[src/rtl/uart_alu_pkg.sv]
// Shared definitions for the UART/ALU command sequencer: FSM state codes,
// command opcodes and default protocol bytes.
package uart_alu_pkg;

    typedef logic [2:0] state_t;

    localparam state_t ST_IDLE     = 3'd0;
    localparam state_t ST_GET_CMD  = 3'd1;
    localparam state_t ST_GET_ARG  = 3'd2;
    localparam state_t ST_EXEC     = 3'd3;
    localparam state_t ST_SEND_HDR = 3'd4;
    localparam state_t ST_WAIT_HDR = 3'd5;
    localparam state_t ST_SEND_RES = 3'd6;
    localparam state_t ST_WAIT_RES = 3'd7;

    localparam logic [7:0] CMD_WR_A  = 8'h01;
    localparam logic [7:0] CMD_WR_B  = 8'h02;
    localparam logic [7:0] CMD_WR_OP = 8'h03;
    localparam logic [7:0] CMD_EXEC  = 8'h04;

    localparam logic [7:0] DEF_SYNC_BYTE = 8'hA5;
    localparam logic [7:0] DEF_ACK_BYTE  = 8'h5A;
    localparam logic [7:0] DEF_ERR_BYTE  = 8'hEE;

    function automatic logic [7:0] sat_inc(input logic [7:0] v);
        return (v == 8'hFF) ? v : v + 8'd1;
    endfunction

endpackage

[src/rtl/timeout_counter.sv]
// Inter-byte watchdog: counts enabled cycles since the last clear and pulses
// o_tc on the TIMEOUT_CYCLES-th one.
module timeout_counter #(
    parameter int unsigned NB_TIMEOUT     = 16,
    parameter int unsigned TIMEOUT_CYCLES = 50000
) (
    input  logic i_clk,
    input  logic i_rst_n,
    input  logic i_clear,
    input  logic i_enable,
    output logic o_tc
);

    localparam logic [NB_TIMEOUT-1:0] TC_VAL = NB_TIMEOUT'(TIMEOUT_CYCLES - 1);

    logic [NB_TIMEOUT-1:0] cnt_q, cnt_d;

    always_comb begin
        o_tc  = i_enable && !i_clear && (cnt_q == TC_VAL);
        cnt_d = cnt_q;
        if (i_clear) begin
            cnt_d = '0;
        end else if (i_enable) begin
            cnt_d = o_tc ? '0 : cnt_q + 1'b1;
        end
    end

    always_ff @(posedge i_clk or negedge i_rst_n) begin
        if (!i_rst_n) begin
            cnt_q <= '0;
        end else begin
            cnt_q <= cnt_d;
        end
    end

endmodule

[src/rtl/uart_alu_cmd_sequencer.sv]
// Parses SYNC/CMD/ARG frames from the UART receiver, drives the ALU operand
// registers and returns ACK/ERR (plus the result on execute) via the transmitter.
module uart_alu_cmd_sequencer
    import uart_alu_pkg::*;
#(
    parameter int unsigned         NB_DATA        = 8,
    parameter int unsigned         NB_ALU_OP      = 6,
    parameter int unsigned         NB_TIMEOUT     = 16,
    parameter int unsigned         TIMEOUT_CYCLES = 50000,
    parameter logic [NB_DATA-1:0]  SYNC_BYTE      = NB_DATA'(DEF_SYNC_BYTE),
    parameter logic [NB_DATA-1:0]  ACK_BYTE       = NB_DATA'(DEF_ACK_BYTE),
    parameter logic [NB_DATA-1:0]  ERR_BYTE       = NB_DATA'(DEF_ERR_BYTE)
) (
    input  logic                 i_clk,
    input  logic                 i_rst_n,
    input  logic [NB_DATA-1:0]   i_rx_data,
    input  logic                 i_rx_done,
    input  logic                 i_tx_done,
    input  logic [NB_DATA-1:0]   i_alu_res,
    output logic                 o_tx_start,
    output logic [NB_DATA-1:0]   o_tx_data,
    output logic [NB_ALU_OP-1:0] o_alu_op,
    output logic [NB_DATA-1:0]   o_alu_a,
    output logic [NB_DATA-1:0]   o_alu_b,
    output logic                 o_busy,
    output logic [7:0]           o_err_cnt
);

    state_t                 state_q, state_d;
    logic [NB_DATA-1:0]     cmd_q, cmd_d;
    logic [NB_DATA-1:0]     alu_a_q, alu_a_d;
    logic [NB_DATA-1:0]     alu_b_q, alu_b_d;
    logic [NB_ALU_OP-1:0]   alu_op_q, alu_op_d;
    logic [NB_DATA-1:0]     result_q, result_d;
    logic                   tx_start_q, tx_start_d;
    logic [NB_DATA-1:0]     tx_data_q, tx_data_d;
    logic                   busy_q, busy_d;
    logic [7:0]             err_cnt_q, err_cnt_d;

    logic in_frame;
    logic timeout;

    assign in_frame = (state_q == ST_GET_CMD) || (state_q == ST_GET_ARG);

    // Any accepted byte restarts the watchdog; outside the frame it is held clear.
    timeout_counter #(
        .NB_TIMEOUT     (NB_TIMEOUT),
        .TIMEOUT_CYCLES (TIMEOUT_CYCLES)
    ) u_timeout (
        .i_clk    (i_clk),
        .i_rst_n  (i_rst_n),
        .i_clear  (i_rx_done || !in_frame),
        .i_enable (in_frame),
        .o_tc     (timeout)
    );

    always_comb begin
        state_d    = state_q;
        cmd_d      = cmd_q;
        alu_a_d    = alu_a_q;
        alu_b_d    = alu_b_q;
        alu_op_d   = alu_op_q;
        result_d   = result_q;
        tx_start_d = 1'b0;
        tx_data_d  = tx_data_q;
        err_cnt_d  = err_cnt_q;

        case (state_q)
            ST_IDLE: begin
                if (i_rx_done && (i_rx_data == SYNC_BYTE)) state_d = ST_GET_CMD;
            end
            ST_GET_CMD: begin
                if (i_rx_done) begin
                    cmd_d   = i_rx_data;
                    state_d = ST_GET_ARG;
                end else if (timeout) begin
                    state_d   = ST_IDLE;
                    err_cnt_d = sat_inc(err_cnt_q);
                end
            end
            ST_GET_ARG: begin
                if (i_rx_done) begin
                    state_d    = ST_SEND_HDR;
                    tx_start_d = 1'b1;
                    tx_data_d  = ACK_BYTE;
                    if (cmd_q == NB_DATA'(CMD_WR_A)) begin
                        alu_a_d = i_rx_data;
                    end else if (cmd_q == NB_DATA'(CMD_WR_B)) begin
                        alu_b_d = i_rx_data;
                    end else if (cmd_q == NB_DATA'(CMD_WR_OP)) begin
                        alu_op_d = i_rx_data[NB_ALU_OP-1:0];
                    end else if (cmd_q == NB_DATA'(CMD_EXEC)) begin
                        state_d    = ST_EXEC;
                        tx_start_d = 1'b0;
                        tx_data_d  = tx_data_q;
                    end else begin
                        tx_data_d = ERR_BYTE;
                        err_cnt_d = sat_inc(err_cnt_q);
                    end
                end else if (timeout) begin
                    state_d   = ST_IDLE;
                    err_cnt_d = sat_inc(err_cnt_q);
                end
            end
            ST_EXEC: begin
                result_d   = i_alu_res;
                state_d    = ST_SEND_HDR;
                tx_start_d = 1'b1;
                tx_data_d  = ACK_BYTE;
            end
            ST_SEND_HDR: state_d = ST_WAIT_HDR;
            ST_WAIT_HDR: begin
                if (i_tx_done) begin
                    if (cmd_q == NB_DATA'(CMD_EXEC)) begin
                        state_d    = ST_SEND_RES;
                        tx_start_d = 1'b1;
                        tx_data_d  = result_q;
                    end else begin
                        state_d = ST_IDLE;
                    end
                end
            end
            ST_SEND_RES: state_d = ST_WAIT_RES;
            ST_WAIT_RES: begin
                if (i_tx_done) state_d = ST_IDLE;
            end
            default: state_d = ST_IDLE;
        endcase

        busy_d = (state_d != ST_IDLE);
    end

    always_ff @(posedge i_clk or negedge i_rst_n) begin
        if (!i_rst_n) begin
            state_q    <= ST_IDLE;
            cmd_q      <= '0;
            alu_a_q    <= '0;
            alu_b_q    <= '0;
            alu_op_q   <= '0;
            result_q   <= '0;
            tx_start_q <= 1'b0;
            tx_data_q  <= '0;
            busy_q     <= 1'b0;
            err_cnt_q  <= '0;
        end else begin
            state_q    <= state_d;
            cmd_q      <= cmd_d;
            alu_a_q    <= alu_a_d;
            alu_b_q    <= alu_b_d;
            alu_op_q   <= alu_op_d;
            result_q   <= result_d;
            tx_start_q <= tx_start_d;
            tx_data_q  <= tx_data_d;
            busy_q     <= busy_d;
            err_cnt_q  <= err_cnt_d;
        end
    end

    assign o_tx_start = tx_start_q;
    assign o_tx_data  = tx_data_q;
    assign o_alu_op   = alu_op_q;
    assign o_alu_a    = alu_a_q;
    assign o_alu_b    = alu_b_q;
    assign o_busy     = busy_q;
    assign o_err_cnt  = err_cnt_q;

endmodule

[config.mk]
export PLATFORM = sky130hd
export DESIGN_NAME = uart_alu_cmd_sequencer
export DESIGN_NICKNAME = d
export VERILOG_FILES = /design/src/rtl/uart_alu_pkg.sv /design/src/rtl/timeout_counter.sv /design/src/rtl/uart_alu_cmd_sequencer.sv
export SDC_FILE = /design/constraint.sdc
export NUM_CORES = 1
export LEC_CHECK = 0
export BUFFER_PORTS_ARGS = -buffer_cell sky130_fd_sc_hd__buf_2
export CORE_MARGIN = 1.5
export CORE_UTILIZATION = 60
export DETAILED_ROUTE_END_ITERATION = 16
export GPL_TIMING_DRIVEN = 1
export PLACE_DENSITY = 0.89
export SYNTH_ARGS = -nofsm -noshare
export SYNTH_HDL_FRONTEND = slang
export SYNTH_HIERARCHICAL = 1
export SYNTH_SLANG_ARGS = --single-unit
[constraint.sdc]
create_clock -name i_clk -period 8.5 [get_ports i_clk]
set_clock_uncertainty 0.05 [all_clocks]
set_input_delay 0 -clock i_clk [delete_from_list [all_inputs] [get_ports i_clk]]
set_output_delay 0 -clock i_clk [all_outputs]
set_load 0.005 [all_outputs]
### Yosys cells after proc, flatten, opt, wreduce, memory -nomap -nowiden

Cells that the tools add are included.

| word-level totals | value |
|---|---|
| register bits | 75 |
| bits in latches | 0 |
| RAM bits | 0 |
| memory bits (read-only) | 0 |
| output and inout port bits | 40 |
| memories | 0 |

| cells by class | value |
|---|---|
| $add $sub $neg | 2 |
| multipliers | 0 |
| div/mod/pow operators | 0 |
| $lt $le $gt $ge | 0 |
| equality and inequality tests | 23 |
| shifts and indexed selects | 0 |
| multiplexer cells | 40 |
| bitwise operators | 2 |
| reduce and logical (&&, ||, !) cells | 18 |

Operator list:

| cell | count |
|---|---|
| two-way mux 8 bit | 15 |
| two-way mux 16 bit | 3 |
| two-way mux 3 bit | 11 |
| case mux 3 bit (8 select lines) | 1 |
| case mux 8 bit (3 select lines) | 1 |
| adder 16 x 1 -> 16 bit (second input constant) | 1 |
| equality test 16 bit (second input constant) | 1 |
| equality test 8 x 2 -> 1 bit (second input constant) | 2 |
| equality test 8 bit (second input constant) | 2 |
| case mux 8 bit (2 select lines) | 1 |
| equality test 3 bit (second input constant) | 4 |
| != test 3 bit (second input constant) | 4 |
| AND reduction 5 bit | 2 |
| adder 8 x 1 -> 8 bit (second input constant) | 1 |
| equality test 8 x 1 -> 1 bit (second input constant) | 1 |
| equality test 8 x 3 -> 1 bit (second input constant) | 1 |
| != test 2 bit (second input constant) | 4 |
| two-way mux 1 bit | 7 |
| equality test 3 x 2 -> 1 bit (second input constant) | 2 |
| AND reduction 6 bit | 1 |
| nonzero test 3 bit | 2 |
| != test 5 bit (second input constant) | 1 |
| AND reduction 4 bit | 1 |
| nonzero test 2 bit | 2 |
| other kinds (9) | 14 |

### Logic depth before layout (Yosys ltp)

Gate-level depths: netlist of the first run.

| logic depth | value |
|---|---|
| depth in word-level cells | 11 |
| gate-level depth with buffers | 12 |
| mapped depth without buffers | 10 |

### By module

Netlist of the first run, hierarchy kept.

Modules (own cells, without submodules):

| module | instances | cells each | area an instance (um2) | seq. area each (um2) |
|---|---|---|---|---|
| uart_alu_cmd_sequencer | 1 | 213 | 2590.0 | 1476.4 |
| timeout_counter | 1 | 108 | 987.2 | 400.4 |

### Least setup slack after synthesis of the first run

Ideal clock, no wire load.

| path | value |
|---|---|
| path type | register to register |
| from | register state_q[0] |
| to | register err_cnt_q[1] (netlist: o_err_cnt[1]) |
| library setup time | 0.125 ns |
| arrival | 2.924 ns |
| data required time | 8.325 ns |
| path slack | 5.402 ns |
| stages on the path, launching flop included | 13 |
| buffers on the path | 2 |
| period minus slack after synthesis | 3.098 ns |
| path through | dfrtp_1 clkbuf_1 nand2b_1 a21oi_1 nand2b_1 nand2b_1 clkbuf_1 nor2_1 nor2b_1 a2bb2oi_1 a211oi_2 nand2_1 mux2_2 |

| on the way | value |
|---|---|
| cells in the longest elaborated chain, start to end | 10 |
| elaborated cells between the ends (all ways) | 19 |
| those cells by class | eq/ne (7); mux (4); reduce/logical (8) |

Ends and longest elaborated chain:

| element | line | RTL |
|---|---|---|
| from (decl) | uart_alu_cmd_sequencer.sv:29 | `state_t state_q, state_d;` |
| from (signal assigned) | uart_alu_cmd_sequencer.sv:146 | `state_q <= state_d;` |
| equality test 3 x 1 -> 1 bit or equality test 3 x 2 -> 1 bit (tied branches) | uart_alu_cmd_sequencer.sv:43 | `assign in_frame = (state_q == ST_GET_CMD) \|\| (state_q == ST_GET_ARG);` |
| logical OR 1 bit * | uart_alu_cmd_sequencer.sv:43 |  |
| named net in_frame | uart_alu_cmd_sequencer.sv:40 | `logic in_frame;` |
| logical NOT 1 bit | uart_alu_cmd_sequencer.sv:52 | `.i_clear (i_rx_done \|\| !in_frame),` |
| logical OR 1 bit | uart_alu_cmd_sequencer.sv:52 |  |
| logical NOT 1 bit | timeout_counter.sv:19 | `o_tc = i_enable && !i_clear && (cnt_q == TC_VAL);` |
| logical AND 1 bit * (2 in a row) | timeout_counter.sv:19 |  |
| named net timeout | uart_alu_cmd_sequencer.sv:41 | `logic timeout;` |
| two-way mux 8 bit * | n/a |  |
| two-way mux 8 bit, on equally long branches | n/a |  |
| case mux 8 bit (2 select lines) * | uart_alu_cmd_sequencer.sv:68 | `case (state_q)` |
| to (signal assigned) | uart_alu_cmd_sequencer.sv:155 | `err_cnt_q <= err_cnt_d;` |
| to (decl) | uart_alu_cmd_sequencer.sv:38 | `logic [7:0] err_cnt_q, err_cnt_d;` |

The timed path passes the listed nets; every way through them passes the cells marked *. The select of a mux whose other input is x is not followed.
A chain may end at the register's enable or synchronous reset.

### Final worst setup path of the first run

| path | value |
|---|---|
| from | register state_q[1] |
| to | register err_cnt_q[1] (netlist: o_err_cnt[1]) |

Same word-level chain as after synthesis.

==> results of run 1 <==
==> kinds of logic after synthesis <==
group / Yosys count
AOI/OAI and AO/OA: 48
adders and majority gates: 2
xor gates and xnor gates: 5
buffers and inverters: 17
and+or+nand+nor: 140
DFF: 75
muxes: 34
==> cells in the mapped netlist, types with 3 or more instances <==
cell | n | area [um^2]
nand4_1 | 5 | 31.3
o211ai_1 | 3 | 22.5
xnor2_1 | 4 | 35.0
nand3b_1 | 4 | 30.0
nand2_1 | 42 | 158
or3_1 | 5 | 31.3
mux2_2 | 32 | 360
clkbuf_1 | 4 | 15.0
a31oi_1 | 6 | 37.5
inv_1 | 7 | 26.3
nand2b_1 | 4 | 25.0
a21oi_2 | 3 | 26.3
nor3_1 | 7 | 35.0
nor2_1 | 14 | 52.6
o21ai_0 | 8 | 40.0
nor2_2 | 3 | 18.8
nor3b_1 | 3 | 22.5
or4_1 | 4 | 30.0
nor2b_1 | 5 | 31.3
nand3_1 | 17 | 85.1
dfrtp_1 | 75 | 1880
a21oi_1 | 5 | 25.0
and3_1 | 7 | 43.8
==> what timing repair did <==
action	in CTS	in global routing
hold buffers	17	0
hold endpoints to repair	113	0
setup buffers	0	0
==> stage by stage <==
stage          setup slack [ps]  hold slack [ps]  power [mW]  instances
3_3_place_gp               5140              139       0.739        445
4_1_cts                    4860             37.5        1.03        477
6_report                   4770             55.7        1.04        477
5_1_grt                    4490             94.4        1.10        477
2_1_floorplan              5400             -346       0.676        321
3_5_place_dp               4910              146       0.758        445
==> routing by layer <==
layer / part of all wire (%) / routed length (um) / track usage [%] / vias up
met5: 0 / 0 / 0 / -
met4: 2.1 / 178 / 12.6 / 0
met3: 4.9 / 414 / 4.77 / 16
met2: 51 / 4280 / 49.2 / 110
met1: 42 / 3500 / 35.0 / 1420
li1: - / - / - / 1335
==> power by group through the flow <==
| stage | sequential, mW | clock, mW | combinational, mW |
|---|---|---|---|
| finish | 0.500 | 0.272 | 0.268 |
| floorplan | 0.485 | 0 | 0.191 |
| global route | 0.510 | 0.289 | 0.297 |
| global placement | 0.497 | 0 | 0.242 |
| CTS | 0.498 | 0.271 | 0.264 |
| detailed placement | 0.504 | 0 | 0.254 |
==> sequential cells by signal, indices dropped and copies added, names as in the netlist, 3 cells and up <==
| name | count |
|---|---|
| o_alu_a | 8 |
| o_alu_op | 6 |
| o_err_cnt | 8 |
| o_tx_data | 8 |
| cmd_q | 8 |
| o_alu_b | 8 |
| u_timeout/cnt_q | 16 |
| state_q | 3 |
| result_q | 8 |
==> area by class of cell <==
| class | instances | area, um^2 | area share, % |
|---|---|---|---|
| Sequential cell | 75 | 1880 | 43.9 |
| Clock inverter | 6 | 66.3 | 1.55 |
| Inverter | 8 | 30.0 | 0.703 |
| Multi-Input combinational cell | 229 | 1610 | 37.6 |
| Timing Repair Buffer | 78 | 480 | 11.2 |
| Tap cell | 72 | 90.1 | 2.11 |
| Clock buffer | 9 | 124 | 2.90 |
==> worst max path at each step <==
stage / end / slack (ps) / cells after the start
finish: o_err_cnt[1] / 4770 / 10
global route: o_err_cnt[1] / 4490 / 10
CTS: o_err_cnt[1] / 4860 / 10
detailed placement: o_err_cnt[1] / 4910 / 10
global placement: o_err_cnt[1] / 5140 / 10
floorplan: o_err_cnt[1] / 5400 / 12
==> worst reg2reg max path, cell delays in order (launching register included) <==
cell and delay, ps:
dfrtp_1 470, nand2b_1 210, a21oi_1 510, nand2b_1 290, nand2b_1 410, nor2_1 330, nor2b_1 220, a2bb2oi_1 100
a211oi_2 520, nand2_1 200, mux2_2 310
==> impl_metrics.py, run 1 <==
metrics = {
    "final_layout": {
        "final_cell_mix": "75 x dfrtp_1, 59 x buf_2, 42 x nand2_1",
        "area_delta_synth_final_pct": 19.5,
        "finish.utilization_pct": 75.8,
        "final_area_um2": 4270,
        "nFillCells": 358,
        "drive_above_1_share_pct": 30.9,
        "num_antenna_cells": 0,
        "layout_commonest_cell": "dfrtp_1",
        "fin_nets": 423,
    },
    "worst_setup_path": {
        "worst_path_max_delay_cell": "a211oi_2",
        "crit_buf_inv": 0,
        "startpoint_type": "flip-flop",
        "critPathMaxFanout": 12,
        "cp_common_cell": "nand2b_1",
        "path_class": "reg2reg",
        "crit_arrival_ps": 3910,
        "slowest_delay_ps": 520,
        "regToRegStartpoint": "state_q[1]",
        "timing.rr.end": "o_err_cnt[1]",
        "rr_worst_depth": 10,
        "critPathTopFamily": "simple AND/OR/NAND/NOR gates",
        "required_ps": 8680,
        "cp_cell_sequence": "nand2b_1, a21oi_1, nand2b_1, nand2b_1, nor2_1, nor2b_1, a2bb2oi_1, a211oi_2, nand2_1, mux2_2",
        "endpoint_kind": "flip-flop",
        "ff2ff_setup_slack_ps": 4770,
        "crit_start": "state_q[1]",
    },
    "clocking": {
        "clk-insertion-delay-late_ps": 350,
        "path_clk_slew_ps": 90,
        "cts_resized": 0,
        "htreeDepth": 3,
        "clockRootBuffer": "clkbuf_8",
        "cts_buffer_depth": 2,
        "tritoncts": "yes",
        "cts_inserted_buffers": 9,
        "clock_sink_count": 75,
    },
    "timing": {
        "final.setup.tns_ps": 0,
        "fin_crit_ps": 3730,
        "drv_slew": 0,
        "period_share_pct": 43.9,
        "hold_viol_final": 0,
        "slew_headroom_pct": 39.3,
        "rsz0062_at_grt": "false",
        "worst_pin_slew_ps": 911,
        "max_freq_mhz": 268,
        "finalSetupViolCount": 0,
    },
    "synth": {
        "ys_types": 62,
        "synth-seq-cells": 75,
        "synth-xor-area-share_pct": 1.22,
        "synth_fa_ha_area_share_pct": 0.700,
        "synth_ff_type": "dfrtp_1",
        "ys_seq_area_share_pct": 52.5,
        "synth_compound_area_share_pct": 9.72,
        "ys.warnings.count": 6,
        "synthSimpleGateAreaFrac_pct": 22.5,
        "synth_top_family_by_area": "simple AND/OR/NAND/NOR gates",
        "avgSynthCellArea_um2": 11.1,
        "async_flop_share_pct": 100,
        "synth.net_count": 343,
        "synthMuxAreaShare_pct": 10.8,
        "synth-edff-count": 0,
        "synth_area_um2": 3580,
        "synthCells": 321,
    },
    "global_route": {
        "grt_pass1_vias": 2948,
        "grtUsageTotal_pct": 28.5,
        "overflow": 0,
        "grt_pass1_wl_mm": 13.9,
        "antenna_found_initial": 0,
        "grt_max_degree": 76,
    },
    "place": {
        "hpwlAfterDp_mm": 5.37,
        "port_buffers": 59,
        "gp_congestion": 0.928,
        "dpl_cell_area_um2": 3910,
    },
    "min_path": {
        "holdCritPathClass": "in2reg",
        "worst_hold_startpoint": "i_tx_done",
        "hold_depth": 4,
        "holdPathEnd": "state_q[0]",
    },
    "pwr": {
        "clockPowerShare_pct": 26.2,
        "p_sw_share_pct": 34.0,
        "comb_power_share_pct": 25.7,
        "power.switching_mw": 0.354,
        "cellPowerDensity_nw_per_um2": 243,
        "leakagePower_nw": 2.00,
        "internal_power_mw": 0.686,
        "ir_drop_mv": 0.178,
        "p_seq_share_pct": 48.1,
    },
    "flow_run": {
        "cap_violations": 0,
    },
    "route": {
        "drc": 0,
        "drt_first_pass_iters": 4,
        "ant_nets": 0,
        "routedWlPerCell_um": 17.6,
        "via_per_inst": 6.04,
        "finalWirelength_mm": 8.37,
        "vias": 2881,
        "drtIter0Drc": 260,
    },
    "floorplan": {
        "dieArea_um2": 6430,
        "start_util_pct": 63.4,
        "rows": 27,
        "io_pins": 60,
        "die_h_um": 80.2,
        "die_w_um": 80.2,
        "core_area_um2": 5640,
    },
    "outcome": {
        "status": "finished, final reports clean",
    },
}
Note: power is estimated with default switching activity, not from simulation.
==> run 2, diff against run 1 <==
ABC_AREA = 1   (was not set)
CORE_UTILIZATION = 57   (was 60)
PLACE_DENSITY = 0.85   (was 0.89)
clock period = 3.85 ns   (was 8.5 ns; I/O delays follow)
==> impl_metrics.py, run 2 <==
metrics = {
    "outcome": {
        "status": "finished, final reports clean",
    },
    "final_layout": {
        "num_antenna_cells": 0,
        "largest-register": "u_timeout/cnt_q",
        "fin_nets": 577,
        "nFillCells": 492,
        "area_delta_synth_final_pct": 20.0,
        "multi_input_area_um2": 1660,
        "final_cell_mix": "149 x nand2_1, 75 x dfrtp_1, 59 x buf_2",
        "largest_reg_flops": 16,
        "final_area_um2": 4530,
        "regArea_um2": 1880,
        "drive_above_1_share_pct": 19.3,
        "layout_commonest_cell": "nand2_1",
    },
    "floorplan": {
        "io_pins": 60,
        "rows": 29,
        "core_area_um2": 6390,
        "die_h_um": 84.4,
        "die_w_um": 84.4,
        "start_util_pct": 59.2,
        "dieArea_um2": 7130,
    },
    "timing": {
        "finalSetupViolCount": 0,
        "hold_viol_final": 0,
        "timing.hold.ws_ps": 62.1,
        "fin_crit_ps": 2400,
        "max_freq_mhz": 416,
        "final.setup.tns_ps": 0,
        "rsz0062_at_grt": "false",
        "period_share_pct": 62.4,
        "drv_slew": 0,
        "worst_pin_slew_ps": 1040,
        "slew_headroom_pct": 30.1,
    },
    "worst_setup_path": {
        "timing.rr.end": "o_err_cnt[2]",
        "worst_path_max_delay_cell": "dfrtp_1",
        "startpoint_type": "flip-flop",
        "slowest_delay_ps": 450,
        "regToRegStartpoint": "state_q[1]",
        "rr_worst_depth": 14,
        "required_ps": 4040,
        "critPathMaxFanout": 7,
        "cp_common_cell": "nand2_1",
        "path_class": "reg2reg",
        "endpoint_kind": "flip-flop",
        "cp_cell_sequence": "inv_1, nand3_1, nand2_1, nand2_1, inv_1, nand2_1, nor2_1, inv_1, nand2_1, nand2_1, nor2_1, nand4_1, nand2_1, nand2_1",
        "ff2ff_setup_slack_ps": 1450,
        "crit_arrival_ps": 2600,
    },
    "synth": {
        "synth.net_count": 496,
        "async_flop_share_pct": 100,
        "ys_types": 35,
        "ys_seq_area_share_pct": 49.7,
        "synth-edff-count": 0,
        "synthCells": 474,
        "yosys.area.top_type": "dfrtp_1",
        "ys.warnings.count": 6,
        "avgSynthCellArea_um2": 7.97,
        "synth_top_area_share_pct": 49.7,
        "synth_ff_type": "dfrtp_1",
        "synth-seq-cells": 75,
        "synth_common_cells": "149 x nand2_1, 75 x dfrtp_1, 48 x inv_1",
        "synth_area_um2": 3780,
        "synth.area.top_cells": "dfrtp_1 50%, nand2_1 15%, o21ai_0 5.2%, inv_1 4.8%, nor2_1 4.5%",
        "yosysMostFrequentCell": "nand2_1",
    },
    "min_path": {
        "holdCritPathClass": "in2reg",
        "hold_depth": 4,
        "worst_hold_startpoint": "i_rx_done",
        "holdPathEnd": "state_q[0]",
    },
    "route": {
        "finalWirelength_mm": 8.56,
        "via_per_inst": 5.40,
        "vias": 3437,
        "drt_first_pass_iters": 5,
        "drtIter0Drc": 271,
        "drc": 0,
        "routedWlPerCell_um": 13.4,
        "ant_nets": 0,
    },
    "clocking": {
        "cts_setup_buffers": 0,
        "path_clk_slew_ps": 80,
        "clk-insertion-delay-late_ps": 350,
        "htreeDepth": 3,
        "clock_sink_count": 75,
        "cts_hold_buf": 18,
        "clockRootBuffer": "clkbuf_8",
        "cts_inserted_buffers": 9,
        "cts_resized": 0,
        "tritoncts": "yes",
        "cts_buffer_depth": 2,
    },
    "global_route": {
        "grt_pass1_vias": 3358,
        "grt_max_degree": 42,
        "grt_pass1_wl_mm": 14.6,
        "grtUsageTotal_pct": 25.4,
        "overflow": 0,
        "antenna_found_initial": 0,
    },
    "pwr": {
        "cellPowerDensity_nw_per_um2": 534,
        "p_total_mw": 2.42,
        "ir_drop_mv": 0.372,
        "leakagePower_nw": 2.30,
    },
    "place": {
        "dpl_cell_area_um2": 4130,
        "hpwlAfterDp_mm": 5.79,
        "port_buffers": 59,
        "gp_congestion": 0.893,
    },
    "flow_run": {
        "cap_violations": 0,
    },
}
[run 2: changes by cell type in the layout (fill, tap and decap cells not counted), sizes merged, moves of 6 or more]
cell / before / now
mux2: 33 / 0
nand3: 17 / 40
nand4: 5 / 11
and3: 7 / 0
o21ai: 10 / 43
nand2: 42 / 153
inv: 8 / 54
nor2: 17 / 57
[run 2: kinds of logic (layout without fill, tap and decap cells)]
kind of cell,count (synthesis),in the layout,synth area share [%]
simple gates,271,271,33.1
flops,75,75,49.7
compound gates,62,62,9.21
buf+inv,60,146,6.39
xor+xnor,4,4,0.927
fa+ha+maj,2,2,0.662
[run 2: worst max-delay path, delay by kind of cell (launching register included)]
kind / cells / cell delay, ps
buf+inv: 3 / 350
flops: 1 / 450
simple gates: 11 / 1450
[run 2: final cells by class]
| cell class | count | area share (%) |
|---|---|---|
| Timing Repair Buffer | 78 | 10.7 |
| Inverter | 52 | 4.30 |
| Clock inverter | 7 | 2.18 |
| Multi-Input combinational cell | 339 | 36.6 |
| Clock buffer | 9 | 2.73 |
| Tap cell | 77 | 2.12 |
| Sequential cell | 75 | 41.4 |
[run 2: per-layer routing]
metal  track usage, %  vias up  part of all wire, %
met4             9.97        0                  1.7
met1             32.8     1604                   44
met3             5.41       18                  5.7
met2             42.2      130                   49
li1                 -     1685                    -
met5                0        -                    0
[run 2: through the flow]
step	worst slack (ps)	utilization, %	cells
global placement	1600	64.7	603
CTS	1450	71.0	637
global route	1080	71.0	637
detailed placement	1460	64.7	603
finish	1450	71.0	637
floorplan	1750	-	474
[run 2: worst max-delay path by stage]
| stage | startpoint | to | slack [ps] |
|---|---|---|---|
| floorplan | state_q[0] | o_err_cnt[3] | 1750 |
| detailed placement | state_q[1] | o_err_cnt[2] | 1460 |
| finish | state_q[1] | o_err_cnt[2] | 1450 |
| global route | state_q[1] | o_err_cnt[2] | 1080 |
| CTS | state_q[1] | o_err_cnt[2] | 1450 |
| global placement | state_q[1] | o_err_cnt[2] | 1600 |
[run 2: power breakdown]
| part | switching (mW) | internal (mW) | total [mW] |
|---|---|---|---|
| clock | 0.319 | 0.369 | 0.689 |
| sequential | 0.117 | 0.958 | 1.07 |
| combinational | 0.424 | 0.234 | 0.658 |
| total | 0.861 | 1.56 | 2.42 |
==> run 3, diff against run 2 <==
CORE_UTILIZATION = 51   (was 57)
PLACE_DENSITY = 0.81   (was 0.85)
clock period = 2.2 ns   (was 3.85 ns; I/O delays follow)
==> impl_metrics.py, run 3 (same netlist as run 2, synthesis figures left out) <==
metrics = {
    "final_layout": {
        "final-instance-count-excl-fill": 667,
        "largest-register": "u_timeout/cnt_q",
        "largest_reg_flops": 16,
        "final_cell_mix": "148 x nand2_1, 73 x dfrtp_1, 58 x buf_2",
        "layout_commonest_cell": "nand2_1",
        "final_area_um2": 4640,
        "num_antenna_cells": 0,
        "fin_nets": 585,
        "drive_above_1_share_pct": 21.1,
        "area_delta_synth_final_pct": 22.7,
    },
    "worst_setup_path": {
        "worst_path_max_delay_cell": "dfrtp_2",
        "path_class": "reg2reg",
        "cp_common_cell": "nand2_1",
        "crit_arrival_ps": 2200,
        "slowest_delay_ps": 450,
        "critPathMaxFanout": 5,
        "endpoint_kind": "flip-flop",
        "required_ps": 2400,
        "cp_cell_sequence": "inv_1, nand3_1, nand2_1, nand2_1, inv_1, nand2_1, nor2_4, nor2_2, or2_0, nor2_1, nand3_1, nand2_1, nand2_1",
        "startpoint_type": "flip-flop",
    },
    "clocking": {
        "cts_setup_buffers": 0,
        "clockRootBuffer": "clkbuf_8",
        "path_clk_slew_ps": 80,
        "cts_buffer_depth": 2,
        "clk-insertion-delay-late_ps": 360,
        "clock_sink_count": 75,
        "htreeDepth": 3,
        "tritoncts": "yes",
        "cts_inserted_buffers": 9,
    },
    "timing": {
        "worst_pin_slew_ps": 920,
        "fin_crit_ps": 2000,
        "slew_headroom_pct": 38.6,
        "hold_viol_final": 0,
        "drv_slew": 0,
        "finalSetupViolCount": 0,
        "timing.hold.ws_ps": 24.4,
        "max_freq_mhz": 500,
        "period_share_pct": 90.8,
    },
    "floorplan": {
        "rows": 31,
        "core_area_um2": 7210,
        "io_pins": 60,
        "start_util_pct": 52.4,
        "dieArea_um2": 7930,
        "die_w_um": 89.1,
        "die_h_um": 89.1,
    },
    "global_route": {
        "grtUsageTotal_pct": 23.2,
        "grt_pass1_wl_mm": 14.1,
        "overflow": 0,
        "antenna_found_initial": 0,
        "grt_pass1_vias": 3182,
        "grt_max_degree": 76,
    },
    "outcome": {
        "status": "finished, final reports clean",
    },
    "route": {
        "drc": 0,
        "routedWlPerCell_um": 12.8,
        "drtIter0Drc": 132,
        "ant_nets": 0,
        "vias": 3386,
        "drt_first_pass_iters": 5,
        "via_per_inst": 5.08,
        "finalWirelength_mm": 8.53,
    },
    "flow_run": {
        "cap_violations": 0,
    },
    "place": {
        "place_inst": 633,
        "dpl_cell_area_um2": 4220,
        "gp_congestion": 0.906,
        "port_buffers": 59,
        "hpwlAfterDp_mm": 5.96,
    },
    "pwr": {
        "ir_drop_mv": 0.673,
        "leakagePower_nw": 2.34,
        "cellPowerDensity_nw_per_um2": 922,
    },
    "min_path": {
        "holdCritPathClass": "in2reg",
    },
}
[run 3: changes by cell type in the layout (fill, tap and decap cells not counted)]
cell and delta:
nor2_4 +1, buf_2 -1, buf_4 +9, nand2_1 -1, nand2_2 +1, dfrtp_2 +2
dfrtp_1 -2, nor2_1 -1
[run 3: metrics by stage]
| step | setup WS, ps | total power [mW] | util [%] | setup TNS [ps] |
|---|---|---|---|---|
| after floorplan | 95.1 | 2.67 | - | 0 |
| after global placement | 176 | 3.01 | 58.5 | 0 |
| after detailed placement | 69.1 | 3.07 | 58.5 | 0 |
| after CTS | 54.4 | 4.30 | 64.1 | 0 |
| after global routing | -0.467 | 4.58 | 64.3 | -0.467 |
| final | 202 | 4.28 | 64.3 | 0 |
[run 3: path summary, 6_finish.rpt]
kind                                 endpoint         from  depth (start not counted)  slack, ps
min in group asynchronous  u_timeout/cnt_q[9]      i_rst_n                          2        280
min                                state_q[0]    i_rx_done                          4         20
min reg2reg                       result_q[4]  result_q[4]                          2        430
max                              o_err_cnt[3]   state_q[1]                         13        200
max reg2reg                      o_err_cnt[3]   state_q[1]                         13        200
max in group asynchronous          state_q[1]      i_rst_n                          2       1180
[run 3: report_power, final]
group / internal (mW) / leakage [nW] / total, mW / switching [mW]
clock: 0.646 / 0.110 / 1.19 / 0.545
combinational: 0.451 / 1.27 / 1.21 / 0.757
sequential: 1.68 / 0.963 / 1.88 / 0.196
total: 2.78 / 2.34 / 4.28 / 1.50
[run 3: worst max-delay path: cells and delay by family (launching register included)]
family	cells	cell delay [ps]
buf+inv	2	210
flops	1	450
simple gates	11	1190
[run 3: metal layers]
metal	track usage [%]	up-vias	routed length [um]
li1	-	1705	-
met1	29.1	1598	3790
met2	39.0	77	4310
met3	4.43	6	342
met4	10.6	0	84
met5	0	-	0
[run 3: area by class of cell]
cell class	count	area, um^2
fill	623	2580
sequential	75	1880
multi-input combinational	339	1670
timing repair buffer	86	546
inverter	52	195
clock buffer	9	124
tap	99	124
clock inverter	7	98.8
[run 3: what timing repair did]
action | in CTS | in global routing
hold endpoints to repair | 114 | 0
gates resized for setup | 0 | 5
hold buffers | 18 | 0
setup endpoints to repair | 0 | 9
